==> src/rtl/otter_pkg.sv <==
// Shared OTTER definitions: ALU function codes and the multiply sequencer state type.
package otter_pkg;

    localparam logic [3:0] ALU_ADD  = 4'b0000;
    localparam logic [3:0] ALU_SLL  = 4'b0001;
    localparam logic [3:0] ALU_SLT  = 4'b0010;
    localparam logic [3:0] ALU_SLTU = 4'b0011;
    localparam logic [3:0] ALU_XOR  = 4'b0100;
    localparam logic [3:0] ALU_SRL  = 4'b0101;
    localparam logic [3:0] ALU_OR   = 4'b0110;
    localparam logic [3:0] ALU_AND  = 4'b0111;
    localparam logic [3:0] ALU_SUB  = 4'b1000;
    localparam logic [3:0] ALU_PASS = 4'b1001;
    localparam logic [3:0] ALU_SRA  = 4'b1101;

    typedef enum logic [2:0] {
        MUL_IDLE,
        MUL_LOOP,
        MUL_ADD,
        MUL_SHL,
        MUL_SRL,
        MUL_DONE
    } mul_state_t;

endpackage

==> src/rtl/alu_mul_seq.sv <==
// Shift-and-add multiplier that time-shares the OTTER ALU; yields the low WIDTH bits of mcand*mplier.
module alu_mul_seq
    import otter_pkg::*;
#(
    parameter int WIDTH = 32
) (
    input  logic             CLK,
    input  logic             RST_N,
    input  logic             start,
    input  logic [WIDTH-1:0] mcand,
    input  logic [WIDTH-1:0] mplier,
    output logic             ready,
    output logic             done,
    output logic [WIDTH-1:0] result,
    output logic [3:0]       alu_fun,
    output logic [WIDTH-1:0] alu_a,
    output logic [WIDTH-1:0] alu_b,
    input  logic [WIDTH-1:0] alu_out
);

    localparam logic [WIDTH-1:0] ONE = WIDTH'(1);

    mul_state_t       state;
    logic [WIDTH-1:0] acc;
    logic [WIDTH-1:0] mc;
    logic [WIDTH-1:0] mp;

    // ALU drive is registered: each transition loads the operands the next state needs,
    // so the ALU sees them for the whole cycle and nothing depends on start combinationally.
    always_ff @(posedge CLK) begin
        if (!RST_N) begin
            state   <= MUL_IDLE;
            acc     <= '0;
            mc      <= '0;
            mp      <= '0;
            result  <= '0;
            done    <= 1'b0;
            ready   <= 1'b1;
            alu_fun <= ALU_PASS;
            alu_a   <= '0;
            alu_b   <= '0;
        end else begin
            done <= 1'b0;
            case (state)
                MUL_IDLE: begin
                    if (start) begin
                        acc   <= '0;
                        mc    <= mcand;
                        mp    <= mplier;
                        alu_a <= '0;
                        ready <= 1'b0;
                        state <= MUL_LOOP;
                    end
                end
                MUL_LOOP: begin
                    if (mp == '0) begin
                        result <= acc;
                        done   <= 1'b1;
                        state  <= MUL_DONE;
                    end else if (mp[0]) begin
                        alu_fun <= ALU_ADD;
                        alu_a   <= acc;
                        alu_b   <= mc;
                        state   <= MUL_ADD;
                    end else begin
                        alu_fun <= ALU_SLL;
                        alu_a   <= mc;
                        alu_b   <= ONE;
                        state   <= MUL_SHL;
                    end
                end
                MUL_ADD: begin
                    acc     <= alu_out;
                    alu_fun <= ALU_SLL;
                    alu_a   <= mc;
                    alu_b   <= ONE;
                    state   <= MUL_SHL;
                end
                MUL_SHL: begin
                    mc      <= alu_out;
                    alu_fun <= ALU_SRL;
                    alu_a   <= mp;
                    alu_b   <= ONE;
                    state   <= MUL_SRL;
                end
                MUL_SRL: begin
                    mp      <= alu_out;
                    alu_fun <= ALU_PASS;
                    alu_a   <= acc;
                    alu_b   <= '0;
                    state   <= MUL_LOOP;
                end
                MUL_DONE: begin
                    ready <= 1'b1;
                    state <= MUL_IDLE;
                end
                default: begin
                    alu_fun <= ALU_PASS;
                    alu_a   <= acc;
                    alu_b   <= '0;
                    ready   <= 1'b1;
                    state   <= MUL_IDLE;
                end
            endcase
        end
    end

endmodule

==> config.mk <==
export PLATFORM = sky130hd
export DESIGN_NAME = alu_mul_seq
export DESIGN_NICKNAME = d
export VERILOG_FILES = /design/src/rtl/otter_pkg.sv /design/src/rtl/alu_mul_seq.sv
export SDC_FILE = /design/constraint.sdc
export NUM_CORES = 1
export LEC_CHECK = 0
export ABC_AREA = 1
export CORE_ASPECT_RATIO = 0.75
export CORE_MARGIN = 5
export CORE_UTILIZATION = 56
export DETAILED_ROUTE_END_ITERATION = 10
export PLACE_DENSITY = 0.86
export SETUP_SLACK_MARGIN = 0.5
export SKIP_LAST_GASP = 1
export SLEW_MARGIN = 10
export SYNTH_ARGS = -nofsm -noshare
export SYNTH_HDL_FRONTEND = slang
export SYNTH_SLANG_ARGS = --single-unit
==> constraint.sdc <==
create_clock -name CLK -period 4.4 [get_ports CLK]
set_input_delay 0.88 -clock CLK [delete_from_list [all_inputs] [get_ports CLK]]
set_output_delay 0.88 -clock CLK [all_outputs]
set_load 0.02 [all_outputs]
## Yosys cells after proc, flatten, opt, wreduce, memory -nomap -nowiden

Cells that the tools add are included.

- Eq/ne operators: 7
- Multiplexer cells: 22
- Bitwise gates (word level): 3
- Reductions and logical operators: 16

Operators by type and width:

| cell | number |
|---|---|
| 32-bit two-way mux | 7 |
| 32-bit one-hot mux with 2 select lines | 3 |
| 32-bit one-hot mux with 5 select lines | 1 |
| 32-bit one-hot mux with 3 select lines | 1 |
| 32-bit logical NOT | 1 |
| 4-bit one-hot mux with 4 select lines | 1 |
| 3-bit one-hot mux with 5 select lines | 1 |
| 2-bit AND reduction | 7 |
| 3-bit by 2-bit == test with 1-bit output (second input constant) | 2 |
| 3-bit == test (second input constant) | 2 |
| 3-bit two-way mux | 2 |
| 2-bit nonzero test | 3 |
| 1-bit two-way mux | 4 |
| 4-bit two-way mux | 1 |
| 2-bit != test (second input constant) | 2 |
| 2-bit OR reduction | 2 |
| 4-bit OR reduction | 1 |
| 3-bit by 1-bit == test with 1-bit output (second input constant) | 1 |
| 3-bit logical NOT | 1 |
| 1-bit NOT | 3 |
| 3-bit AND reduction | 1 |
| 1-bit one-hot mux with 2 select lines | 1 |

- Register bits after elaboration: 201
- Bits of input ports: 99
- Output and inout port bits: 102
- Logic and storage cells: 58

## Longest topological paths before layout

Gate-level depths: netlist of the first run.

- Depth in word-level cells: 4
- Depth in mapped cells: 12
- Depth with buffers taken out: 10

## Least setup slack after synthesis of the first run

No wires, ideal clock.

- Path type: input to register
- Start: in RST_N
- End: reg mp[11]
- Library setup time: 0.128 ns
- Arrival: 1.805 ns
- Required time: 4.272 ns
- Setup slack: 2.467 ns
- Stages: 5
- Buffers on the path: 3
- Path through: clkbuf_1 -> inv_2 -> clkbuf_1 -> clkbuf_1 -> nor2_1

RTL lines:

| element | line | source |
|---|---|---|
| from (decl) | alu_mul_seq.sv:8 | `input logic RST_N,` |
| to (signal assigned) | alu_mul_seq.sv:49 | `mp <= mplier;` |
| to (signal assigned) | alu_mul_seq.sv:87 | `mp <= alu_out;` |
| to (decl) | alu_mul_seq.sv:26 | `logic [WIDTH-1:0] mp;` |

No word-level cell between the ends.

## Worst setup path after layout of the first run

- Start: reg mp[0]
- End: reg alu_a[15]

- Word-level cells in the longest chain between the ends: 3
- Elaborated cells between the ends (all ways): 6
- Classes of those cells: eq/ne: 1; mux: 3; reduce/logical: 2

RTL lines:

| element | line | source |
|---|---|---|
| 32-bit logical NOT / 32-bit two-way mux (equally long branches) | alu_mul_seq.sv:56, alu_mul_seq.sv:60 |  |
| 2-bit != test (no line) / 32-bit two-way mux (equally long branches) | - |  |
| 3-bit AND reduction (no line) / 32-bit one-hot mux with 5 select lines (equally long branches) | - |  |
| to (signal assigned) | alu_mul_seq.sv:67 | `alu_a <= mc;` |
| to (signal assigned) | alu_mul_seq.sv:75 | `alu_a <= mc;` |
| to (signal assigned) | alu_mul_seq.sv:82 | `alu_a <= mp;` |
| to (decl) | alu_mul_seq.sv:16 | `output logic [WIDTH-1:0] alu_a,` |

Parallel ways exist; a longest one is shown, timed or not. The select of a mux whose other input is x is not followed.
A chain may end at the register's enable or synchronous reset.

==> impl_metrics.csv, run 1 <==
group,metric,value,unit
outcome,run_status,"finished, final reports clean",
final_layout,layout-drive-gt1-share,5.305,%
sta,fin_skew,0.01645,ns
detailed_routing,first_drt_iteration_drcs,1787,
pwr,total_leakage_power,5.245,nW
detailed_routing,drt_pass1_iterations,7,
yosys,netlist_area,0.009726,mm²
placement,dp_hpwl,23.00,mm
sta,final_cycle_utilization_of_the_critical_path,69.01,%
worst_setup_path,crit_end,"alu_a[15]",
detailed_routing,wl,33.31,mm
grt,first_global_vias,9421,
die,floorplan.die_area,0.02013,mm²
grt,antenna_found_initial,1,
cts,postCtsSetupBuffers,0,
worst_setup_path,worstPathMaxFanout,36,
yosys,synth_warn,0,
worst_setup_path,crit_arrival,3.38,ns
detailed_routing,drt.antenna.violating_nets,0,
worst_setup_path,r2r.worst_path.cells,10,
grt,track_usage,32.75,%
yosys,ys_seq_area_share,41.17,%
worst_hold_path,timing.hold.worst.class,"reg2reg",
sta,rsz0062_at_grt,"no",
cts,clkTransAtPathRegs,0.09,ns
worst_setup_path,required,4.75,ns
worst_setup_path,r2r-end,"alu_a[15]",
cts,cts_num_sinks,200,
cts,hold_buffers,0,
sta,finalCriticalPeriod,3.036,ns
worst_hold_path,min_path_cells,2,
worst_setup_path,setup.worst_path.start,"mp[0]",
sta,timing.slew.headroom,26.69,%
sta,final.hold.worst_slack,0.4658,ns
cts,tritoncts,"yes",
detailed_routing,wl_met1,14.58,mm
sta,finalSetupViolations,0,
final_layout,antenna_diode_instance_count,0,
cts,cts-resized-gates,0,
pwr,power_density,392.3,mW/mm²
yosys,synth-seq-cells,200,
placement,numPortBuffers,199,
final_layout,fill_cell_instance_count_of_the_final_layout,1442,
worst_setup_path,start_kind,"flip-flop",
yosys,synth_nets,1590,
final_layout,layout_commonest_cell,"sky130_fd_sc_hd__nand2_1",
sta,drv_slew,0,
detailed_routing,wl_per_cell,18.14,µm
detailed_routing,route.vias.total,10604,
die,die_width,162.2,µm
run,maxCapViolCount,0,
pwr,ir_worst_vdd,0.0002596,V
grt,grt_pass1_wl,51.63,mm
sta,worstMarginPinSlew,1.093,ns
yosys,synth_cell_type_count,26,
worst_setup_path,worst_r2r_startpoint,"mp[0]",
cts,cts_root_buf,"sky130_fd_sc_hd__clkbuf_16",
die,floorplan.rows,41,
worst_setup_path,startpoint_to_endpoint_class_of_the_critical_path,"reg2reg",
detailed_routing,routed_length_on_met3,5.498,mm
die,io_pins,201,
cts,cts_buffers,17,
sta,timing_hold_violations_final,0,
die,core,0.01693,mm²
detailed_routing,highest-signal-layer,"met4",
detailed_routing,detail_route.drc_violations,0,
final_layout,layout-area-overhead-vs-synth,25.33,%
cts,cts.htree.levels,4,
worst_setup_path,timing.critical_path.to_type,"flip-flop",
die,die_h,124.1,µm
final_layout,finish.net_count,1707,
die,floorplan.initialDensity,57.45,%
cts,clk-insertion-delay-late,0.45,ns
yosys,cell_count_after_synthesis,1491,
grt,maximum_number_of_pins_on_one_net_before_global_route_repair,100,
yosys,postSynthAreaPerCell,6.523,µm²
placement,place.gp.congestion,0.9886,
sta,fmax,329.3,MHz
final_layout,leading_cell_types_in_the_layout_fill_and_taps_excluded,"sky130_fd_sc_hd__nand2_1 (408), sky130_fd_sc_hd__clkdlybuf4s50_1 (198), sky130_fd_sc_hd__dfxtp_1 (197)",
cts,clockBufferDepth,2,
detailed_routing,routed_via_density,5.776,
worst_setup_path,r2r_slack,1.36,ns
sta,timing.setup.tns,0,ns
grt,global_route.overflow_total,0,
detailed_routing,met2WireLength,12.72,mm
per-layer routing:
layer | vias up | global-route usage, %
met5 | - | 0
met4 | 0 | 7.501
li1 | 5055 | -
met1 | 4777 | 50.56
met2 | 725 | 42.76
met3 | 47 | 11.71
through the flow:
step           instance area, µm²  total power [mW]  instances  util [%]  worst slack (ns)
3_3_place_gp                11570             3.146       1804     68.32             1.417
2_1_floorplan                9726             2.765       1491         -             2.467
3_5_place_dp                11570             3.166       1804     68.32             1.389
6_report                    12190             4.782       1836     72.00             1.364
4_1_cts                     12190             4.750       1836     72.00             1.492
5_1_grt                     12190             4.964       1836     72.00             1.178
registers in the layout, summed over array words and instances (netlist names):
name	count
acc	32
alu_a	32
alu_b	32
alu_fun	3
done	1
mc	32
mp	32
ready	1
result	32
state	3
cell type report:
class	count	area, µm²	share of cell area [%]
multi-input combinational	1066	4770	39.13
sequential	200	4008	32.88
timing repair buffer	217	2122	17.41
clock buffer	17	425.4	3.490
inverter	106	397.9	3.264
tap	215	269.0	2.207
clock inverter	15	197.7	1.622
power by group:
group | switching [mW] | internal, mW | total (mW)
Combinational | 0.694 | 0.382 | 1.08
Sequential | 0.145 | 1.94 | 2.09
Clock | 0.833 | 0.784 | 1.62
Total | 1.67 | 3.11 | 4.78
worst min path at each step:
stage / slack [ns] / from / end
detailed placement: 0.45 / alu_fun[0] / alu_fun[0]
CTS: 0.47 / alu_b[31] / alu_b[31]
finish: 0.47 / alu_b[31] / alu_b[31]
global route: 0.48 / alu_b[18] / alu_b[18]
floorplan: 0.46 / acc[26] / acc[26]
global placement: 0.44 / alu_fun[3] / alu_fun[3]
cell families (layout without fill, tap and decap cells):
kind of cell / count (synthesis) / in the layout / synth area share [%]
AOI/OAI and AO/OA: 232 / 232 / 12.39
buffers and inverters: 225 / 355 / 9.957
DFF: 200 / 200 / 41.17
other: 1 / 1 / 0.03856
and+or+nand+nor: 833 / 833 / 36.45
Yosys cell counts (all sizes together):
| cell type | instances | area, µm² |
|---|---|---|
| conb | 1 | 3.750 |
| nor3 | 1 | 5.000 |
| nand3 | 196 | 986.0 |
| dfxtp | 200 | 4004 |
| nand2 | 412 | 1567 |
| a21oi | 132 | 660.6 |
| buf | 63 | 360.4 |
| inv | 105 | 394.1 |
| clkbuf | 56 | 210.2 |
| nand3b | 1 | 7.510 |
| nand4 | 32 | 200.2 |
| a31oi | 32 | 200.2 |
| nor2 | 191 | 779.5 |
| o21ai | 68 | 344.1 |
| clkinv | 1 | 3.750 |
critical path, cell delays in order, from the launching register on:
cell and delay [ns]:
sky130_fd_sc_hd__dfxtp_1 0.50, sky130_fd_sc_hd__buf_4 0.37, sky130_fd_sc_hd__clkinv_1 0.93, sky130_fd_sc_hd__nand2_1 0.26
sky130_fd_sc_hd__nand2_1 0.07, sky130_fd_sc_hd__nand2_1 0.06, sky130_fd_sc_hd__nand3_1 0.06, sky130_fd_sc_hd__nor2_1 0.29
sky130_fd_sc_hd__nand4_1 0.18, sky130_fd_sc_hd__nand2_1 0.16, sky130_fd_sc_hd__nor2_2 0.04
No activity file was read; power rests on OpenSTA's default activity.
==> run 2, diff against run 1 <==
Settings changed: CORE_UTILIZATION 56 to 47, PLACE_DENSITY 0.86 to 0.77.
Clock period 4.4 ns to 2.73 ns, I/O delays scaled along.
==> run 2 against run 1 <==
Effect of this change:
- die area grew 18%
- sequential share of layout area shrank 0.77 points
- routed wire length grew 3.2%
- non-clock buffer count grew 19
- via count shrank 0.39%
- hold slack lost 0.0037 ns
- critical path depth shrank 3
- combinational power grew 69%
- clock skew shrank 0.0054 ns
- critical endpoint is now mp[21]
==> impl_metrics.csv, run 2 (synthesis gave the netlist of run 1 again) <==
group,metric,value,unit
detailed_routing,route.vias.total,10563,
sta,fmax,470.0,MHz
final_layout,fill_cell_instance_count_of_the_final_layout,1844,
sta,drv_slew,0,
detailed_routing,wl_per_cell,18.10,µm
sta,finalCriticalPeriod,2.128,ns
final_layout,final_util,61.60,%
sta,timing.slew.headroom,42.88,%
die,floorplan.rows,45,
sta,final_cycle_utilization_of_the_critical_path,77.94,%
die,floorplan.die_area,0.02370,mm²
worst_setup_path,start_kind,"flip-flop",
worst_setup_path,required,3.03,ns
sta,timing.setup.tns,0,ns
grt,track_usage,28.31,%
grt,antenna_found_initial,0,
placement,placedCellCount,1863,
worst_setup_path,worst_r2r_startpoint,"state[2]",
worst_hold_path,hp-start,"ready",
final_layout,antenna_diode_instance_count,0,
cts,tritoncts,"yes",
placement,place.gp.congestion,0.9199,
die,die_width,176.1,µm
worst_hold_path,min_delay_worst_endpoint,"ready",
sta,timing_hold_violations_final,0,
detailed_routing,detail_route.drc_violations,0,
placement,placed_area,0.01182,mm²
detailed_routing,drt.antenna.violating_nets,0,
sta,fin_skew,0.01109,ns
final_layout,finish.net_count,1726,
worst_setup_path,startpoint_to_endpoint_class_of_the_critical_path,"reg2reg",
cts,cts_num_sinks,200,
worst_setup_path,r2r.worst_path.cells,7,
detailed_routing,drt_pass1_iterations,10,
worst_setup_path,r2r-end,"mp[21]",
worst_setup_path,worstPathMaxFanout,51,
pwr,total_leakage_power,5.361,nW
detailed_routing,first_drt_iteration_drcs,1745,
final_layout,post-route-cell-area,0.01249,mm²
pwr,ir_worst_vdd,0.0004009,V
cts,clockBufferDepth,2,
pwr,power_density,630.7,mW/mm²
grt,first_global_vias,9500,
grt,grt_pass1_wl,53.61,mm
cts,cts_root_buf,"sky130_fd_sc_hd__clkbuf_16",
detailed_routing,wl,34.36,mm
die,floorplan.initialDensity,47.98,%
placement,preCtsSetupSlack,0.3434,ns
run,maxCapViolCount,0,
cts,hold_buffers,0,
worst_setup_path,r2r_slack,0.60,ns
sta,worstMarginPinSlew,0.8555,ns
sta,finalSetupViolations,0,
grt,maximum_number_of_pins_on_one_net_before_global_route_repair,100,
final_layout,layout-drive-gt1-share,6.524,%
final_layout,leading_cell_types_in_the_layout_fill_and_taps_excluded,"sky130_fd_sc_hd__nand2_1 (408), sky130_fd_sc_hd__clkdlybuf4s50_1 (198), sky130_fd_sc_hd__dfxtp_1 (196)",
die,die_h,134.6,µm
worst_hold_path,min_path_cells,2,
worst_setup_path,crit_arrival,2.42,ns
worst_setup_path,timing.critical_path.to_type,"flip-flop",
die,io_pins,201,
cts,cts_buffers,17,
final_layout,layout-area-overhead-vs-synth,28.38,%
grt,global_route.overflow_total,0,
detailed_routing,routed_via_density,5.565,
placement,numPortBuffers,199,
cts,cts.htree.levels,4,
worst_hold_path,timing.hold.worst.class,"reg2reg",
cts,clkTransAtPathRegs,0.07,ns
final_layout,instances_no_fill,1898,
sta,rsz0062_at_grt,"no",
placement,dp_hpwl,24.02,mm
die,core,0.02027,mm²
final_layout,layout_commonest_cell,"sky130_fd_sc_hd__nand2_1",
sta,postLayoutSetupSlackWorst,0.6021,ns
cts,clk-insertion-delay-late,0.44,ns
outcome,run_status,"finished, final reports clean",
-- run 2: area by class of cell --
| class | instances | area (µm²) | share of cell area, % |
|---|---|---|---|
| Multi-Input combinational cell | 1066 | 4777 | 38.26 |
| Sequential cell | 200 | 4009 | 32.11 |
| Timing Repair Buffer | 236 | 2344 | 18.77 |
| Clock buffer | 19 | 452.9 | 3.628 |
| Inverter | 106 | 401.6 | 3.217 |
| Tap cell | 258 | 322.8 | 2.585 |
| Clock inverter | 13 | 178.9 | 1.433 |
-- run 2: power breakdown --
group / leakage, nW / internal, mW / switching (mW)
registers: 1.63 / 3.13 / 0.223
clock network: 0.304 / 1.45 / 1.25
logic: 3.43 / 0.669 / 1.15
-- run 2: how the worst max path moves through the flow --
stage	startpoint	endpoint	slack, ns	cells past startpoint
6_report	state[2]	mp[21]	0.60	7
5_1_grt	state[0]	alu_b[14]	0.49	7
4_1_cts	state[2]	mp[21]	0.53	7
3_5_place_dp	start	alu_a[20]	0.34	7
3_3_place_gp	start	alu_a[31]	0.39	7
2_1_floorplan	RST_N	mp[11]	1.13	5
-- run 2: critical path: stages (launching register included) --
cell and delay [ns]:
sky130_fd_sc_hd__dfxtp_2 0.70, sky130_fd_sc_hd__buf_6 0.43, sky130_fd_sc_hd__nand2_1 0.11, sky130_fd_sc_hd__buf_4 0.28
sky130_fd_sc_hd__nand2_1 0.16, sky130_fd_sc_hd__a21oi_1 0.09, sky130_fd_sc_hd__a21oi_1 0.14, sky130_fd_sc_hd__nor2_1 0.05
-- run 2: timing repair --
item / CTS / global route
gates resized for setup: 0 / 4
setup buffers: 0 / 3
endpoints found under the setup margin: 0 / 90
endpoints found under the hold margin: 0 / 0
-- run 2: through the flow --
step / hold slack (ns) / power [mW]
after global placement: 0.4464 / 5.145
final: 0.4621 / 7.875
after floorplan: 0.4631 / 4.457
after detailed placement: 0.4445 / 5.168
after global routing: 0.4798 / 8.206
after CTS: 0.4611 / 7.835
-- run 2: per-layer routing --
metal / up-vias / global-route usage (%) / part of all wire [%]
met5: - / 0 / 0
met4: 0 / 6.840 / 1.9
met3: 55 / 9.264 / 15
met2: 689 / 37.69 / 39
met1: 4736 / 43.55 / 45
li1: 5083 / - / -
